File: src/rtl/uart_tx_arbiter.sv
// Round-robin arbiter sharing one UART transmitter between N_REQ requesters.
// Latches the winner's payload, strobes tx_send and tracks the frame until the line is idle.
module uart_tx_arbiter #(
   parameter int unsigned N_REQ        = 4,
   parameter int unsigned DATA_MAX_LEN = 1
) (
   input  logic                           clk,
   input  logic                           res_n,
   input  logic [N_REQ-1:0]               req,
   input  logic [N_REQ*DATA_MAX_LEN*8-1:0] req_data,
   input  logic [N_REQ*32-1:0]            req_len_1,
   output logic [N_REQ-1:0]               grant,
   output logic [N_REQ-1:0]               done,
   output logic [N_REQ-1:0]               owner,
   output logic                           busy,
   output logic                           err,
   output logic [DATA_MAX_LEN*8-1:0]      tx_data,
   output logic [31:0]                    tx_len_1,
   output logic                           tx_send,
   input  logic                           tx_ready
);

   localparam int unsigned IDX_W   = (N_REQ > 1) ? $clog2(N_REQ) : 1;
   localparam int unsigned DW      = DATA_MAX_LEN * 8;
   localparam logic [31:0] LEN_MAX = 32'(DATA_MAX_LEN - 1);

   typedef enum logic [2:0] {IDLE, ISSUE, WAIT_START, WAIT_DONE, DONE} state_t;

   state_t           state, state_nxt;
   logic [IDX_W-1:0] last, owner_idx, win_idx, cand;
   logic             win_vld;
   logic             take;
   logic [2:0]       wd_cnt;
   logic [31:0]      sel_len;
   logic [DW-1:0]    sel_data;

   // Scan from the requester after the last one served, wrapping, so last itself is checked last.
   always_comb begin
      win_vld = 1'b0;
      win_idx = '0;
      cand    = '0;
      for (int unsigned i = 1; i <= N_REQ; i++) begin
         cand = IDX_W'((32'(last) + i) % N_REQ);
         if (!win_vld && req[cand]) begin
            win_vld = 1'b1;
            win_idx = cand;
         end
      end
   end

   // res_n gates the combinational grant so it stays low throughout reset.
   assign take     = (state == IDLE) && tx_ready && win_vld && res_n;
   assign grant    = take ? (N_REQ'(1) << win_idx) : '0;
   assign sel_data = req_data[win_idx*DW +: DW];
   assign sel_len  = req_len_1[win_idx*32 +: 32];

   assign busy    = (state != IDLE);
   assign tx_send = (state == ISSUE);
   assign done    = (state == DONE) ? owner : '0;
   assign err     = (state == WAIT_START) && tx_ready && (wd_cnt == 3'd4);

   always_comb begin
      state_nxt = state;
      case (state)
         IDLE:       if (take) state_nxt = ISSUE;
         ISSUE:      state_nxt = WAIT_START;
         WAIT_START: begin
            if (!tx_ready)           state_nxt = WAIT_DONE;
            else if (wd_cnt == 3'd4) state_nxt = IDLE;
         end
         WAIT_DONE:  if (tx_ready) state_nxt = DONE;
         DONE:       state_nxt = IDLE;
         default:    state_nxt = IDLE;
      endcase
   end

   always_ff @(posedge clk or negedge res_n) begin
      if (!res_n) begin
         state     <= IDLE;
         last      <= IDX_W'(N_REQ - 1);
         owner     <= '0;
         owner_idx <= '0;
         wd_cnt    <= '0;
         tx_data   <= '0;
         tx_len_1  <= '0;
      end else begin
         state <= state_nxt;
         if (take) begin
            owner     <= grant;
            owner_idx <= win_idx;
            tx_data   <= sel_data;
            tx_len_1  <= (sel_len > LEN_MAX) ? LEN_MAX : sel_len;
         end
         if (state == ISSUE)
            wd_cnt <= '0;
         else if (state == WAIT_START)
            wd_cnt <= wd_cnt + 3'd1;
         // Watchdog expiry drops ownership but leaves last alone, so no rotation.
         if (err)
            owner <= '0;
         if (state == DONE) begin
            last  <= owner_idx;
            owner <= '0;
         end
      end
   end

endmodule

File: config.mk
export PLATFORM = sky130hd
export DESIGN_NAME = uart_tx_arbiter
export DESIGN_NICKNAME = d
export VERILOG_FILES = /design/src/rtl/uart_tx_arbiter.sv
export SDC_FILE = /design/constraint.sdc
export NUM_CORES = 1
export LEC_CHECK = 0
export CAP_MARGIN = 5
export CORE_MARGIN = 4
export CORE_UTILIZATION = 35
export CTS_BUF_LIST = sky130_fd_sc_hd__clkbuf_4 sky130_fd_sc_hd__clkbuf_8
export DETAILED_ROUTE_END_ITERATION = 8
export PLACE_DENSITY = 0.89
export SETUP_SLACK_MARGIN = 0.3
export SLEW_MARGIN = 0
export SYNTH_ARGS = -nofsm -noshare
export SYNTH_HDL_FRONTEND = slang
export SYNTH_SLANG_ARGS = --single-unit
File: constraint.sdc
create_clock -name clk -period 3.79 [get_ports clk]
set_input_delay 0.5685 -clock clk [delete_from_list [all_inputs] [get_ports clk]]
set_output_delay 0.5685 -clock clk [all_outputs]
set_load 0.02 [all_outputs]
==> qor.csv <==
metric,value,unit
outcome,"complete, no violations",
area_growth,43.6,%
fin_crit_sh,89.1,%
cap_viol_max_count,0,
clk_pin_slew,0.10,ns
grt_max_degree,55,
synth_top_family_by_area,simple AND/OR/NAND/NOR gates,
rsz0062_at_grt,no,
die_x,92.1,microns
drt_iter0_drc,58,
tightest_slew,0.671,ns
cts_tree,built,
io_pins,222,
finalWorstSetupSlack,0.413,ns
critPathCaptureType,output port,
finalHoldViolations,0,
met3_usage,6.64,%
busiest_layer,met2,
gp_congestion,0.738,
use_met2,24.3,%
synth-adder-area-share,1.01,%
antenna_found_initial,0,
slowest_stage,or4_4,
syn_area,2470,sq um
clockRootBuffer,clkbuf_8,
cp_top_family,simple AND/OR/NAND/NOR gates,
synth-seq-cells,54,
dp_hpwl,4.41,mm
num-nets-final,471,
required,3.22,ns
finalSetupViolCount,0,
layout-drive-gt1-share,11.6,%
seq_area_frac_synth,54.7,%
synth_compound_area_share,11.5,%
cts_buffers,5,
max_freq,296,MHz
cp.arrival,2.81,ns
ys_warn_count,0,
vias,1880,
die-area,8480,sq um
viasPerCell,4.71,
fin_tns_setup,0,ns
totalWireLength,6.00,mm
fin_skew,0.00702,ns
p_per_area,529,nW/um^2
hold_class,in -> async,
io_buffers,93,
period_minus_slack,3.38,ns
crit_type,in -> out,
drc_errors,0,
grt_pass1_wl,10.2,mm
leakagePower,1.60,nW
path_common_cell,clkdlybuf4s50_1,
path_max_fanout,12,
crit_buf_inv,3,
pre_cts_slack,0.388,ns
finalPower,1.88,mW
synthCells,210,
ctsResizeCount,0,
dr.pass1.iters,4,
die_h,92.1,microns
cts.htree.levels,2,
cts_max_path_buffers,2,
syn_area_per_cell,11.8,sq um
path_cells,clkdlybuf4s50_1 > or4_4 > nand4_4 > nand2b_4 > or3_1 > inv_1 > clkdlybuf4s50_1,
track_usage,14.8,%
clock-sinks,54,
drv_slew,0,
postCtsSetupRepairBufs,0,
synthMuxAreaShare,8.19,%
synth_xor_area_share,0,%
synth_simple_gate_area_share,19.6,%
n_antenna_cell,0,
use_met1,18.3,%
slowest_delay,0.59,ns
final_antenna_net_count,0,
grt_pass1_vias,2035,
yosys.cell_types.count,38,
holdBufCountCts,0,
wl_per_cell,15.0,microns
core_area,6830,sq um
syn_nets,379,
overflow,0,
irDropWorstVdd,0.000233,V
setup.worst_path.start_class,primary input,
relSlewSlack,55.3,%
rows,30,
clk_latency,0.30,ns
start_util,36.2,%
num-fill-cells,629,
[stage by stage]
step / area (sq um) / hold slack [ns] / std cells / utilization (%)
2_1_floorplan: 2470 / 0.273 / 210 / -
3_3_place_gp: 3450 / 0.457 / 391 / 50.5
3_5_place_dp: 3450 / 0.470 / 391 / 50.5
4_1_cts: 3540 / 0.499 / 399 / 51.9
5_1_grt: 3550 / 0.507 / 399 / 52.0
6_report: 3550 / 0.490 / 399 / 52.0
[placed cells by master, fill, tap and decap left out, types with 2 or more instances in the layout]
cell type | Yosys | final
clkdlybuf4s50_1 | 0 | 92
and3_1 | 5 | 5
a21oi_1 | 7 | 7
nand2b_1 | 2 | 2
mux2i_1 | 18 | 18
clkbuf_8 | 0 | 5
and2_1 | 32 | 32
a21o_1 | 2 | 2
clkinvlp_4 | 0 | 2
inv_1 | 7 | 7
dfrtp_1 | 52 | 52
buf_4 | 0 | 4
ha_1 | 2 | 2
nand2_1 | 20 | 20
nor2_4 | 2 | 2
mux2_2 | 2 | 2
a22oi_1 | 3 | 3
dfstp_2 | 2 | 2
nor2_1 | 10 | 10
o221ai_2 | 8 | 8
o21ai_0 | 5 | 5
or3_1 | 2 | 2
nor3_1 | 2 | 2
a2bb2oi_1 | 2 | 2
[per-layer routing]
layer / part of all wire (%) / vias up
li1: - / 898
met3: 9.2 / 4
met5: 0 / -
met4: 0.47 / 0
met1: 41 / 920
met2: 49 / 58
[cells in the mapped netlist (all sizes together)]
cell     count  area share [%]
or2          1            0.25
and2        32             8.1
clkbuf       4            0.71
nand4        2             1.1
o22ai        1            0.51
a2bb2oi      2            0.71
a21oi        8             1.8
nand3b       1            0.30
mux2         2            0.91
nor3         2            0.40
nand2b       3             1.1
nor2        12             2.4
o21ai        6             1.2
buf          8             3.3
inv          7             1.1
and3         5             1.3
or3          2            0.51
nor4b        1            0.35
dfrtp       52              53
o221ai       8             4.9
a22oi        3            0.91
a21o         2            0.61
nand2       20             3.0
a31oi        1            0.51
mux2i       18             7.3
dfstp        2             2.1
or4          1            0.45
ha           2             1.0
and2b        1            0.30
a21bo        1            0.40
[worst reg2reg max path, delay by kind of cell (launching register included)]
family,cells,cell delay (ns)
and+or+nand+nor,1,0.21
buffers and inverters,1,0.31
AOI/OAI and AO/OA,2,0.25
DFF,1,0.61
muxes,2,0.54
[power by group]
part | total [mW] | switching (mW) | internal, mW
registers | 0.793 | 0.108 | 0.685
logic | 0.763 | 0.401 | 0.362
clock network | 0.325 | 0.192 | 0.132
total | 1.88 | 0.701 | 1.18
[state kept, by name (all words and copies together), names as in the netlist]
name,cells
tx_len_1,32
tx_data,8
owner_idx,2
last,2
owner,4
wd_cnt,3
state,3
[logic make-up (layout without fill, tap and decap cells)]
group / count (synthesis) / count (layout)
multiplexers: 20 / 20
flip-flops: 54 / 54
buffers and inverters: 19 / 112
AND/OR/NAND/NOR: 83 / 83
adder cells (fa/ha/maj): 2 / 2
AO/OA/AOI/OAI: 32 / 32
[area by class of cell]
class	count	area, sq um	area share, %
repair buffers	97	956	26.9
clock buffers	5	68.8	1.94
flip-flops and latches	54	1350	38.1
well taps	96	120	3.38
multi-input cells	137	1000	28.3
inverters	7	26.3	0.739
clock inverters	3	23.8	0.669
[path summary, 6_finish.rpt]
path,startpoint,endpoint,slack (ns),cells past startpoint
hold / removal,res_n,state[1],0.49,2
max in group asynchronous,res_n,tx_data[5],2.86,2
setup reg to reg,last[1],tx_data[0],1.74,6
hold reg to reg,tx_len_1[19],tx_len_1[19],0.50,1
min in group clk,tx_len_1[19],tx_len_1[19],0.50,1
setup / recovery,req[3],grant[2],0.41,7
Power figures use the tool's default switching activity.
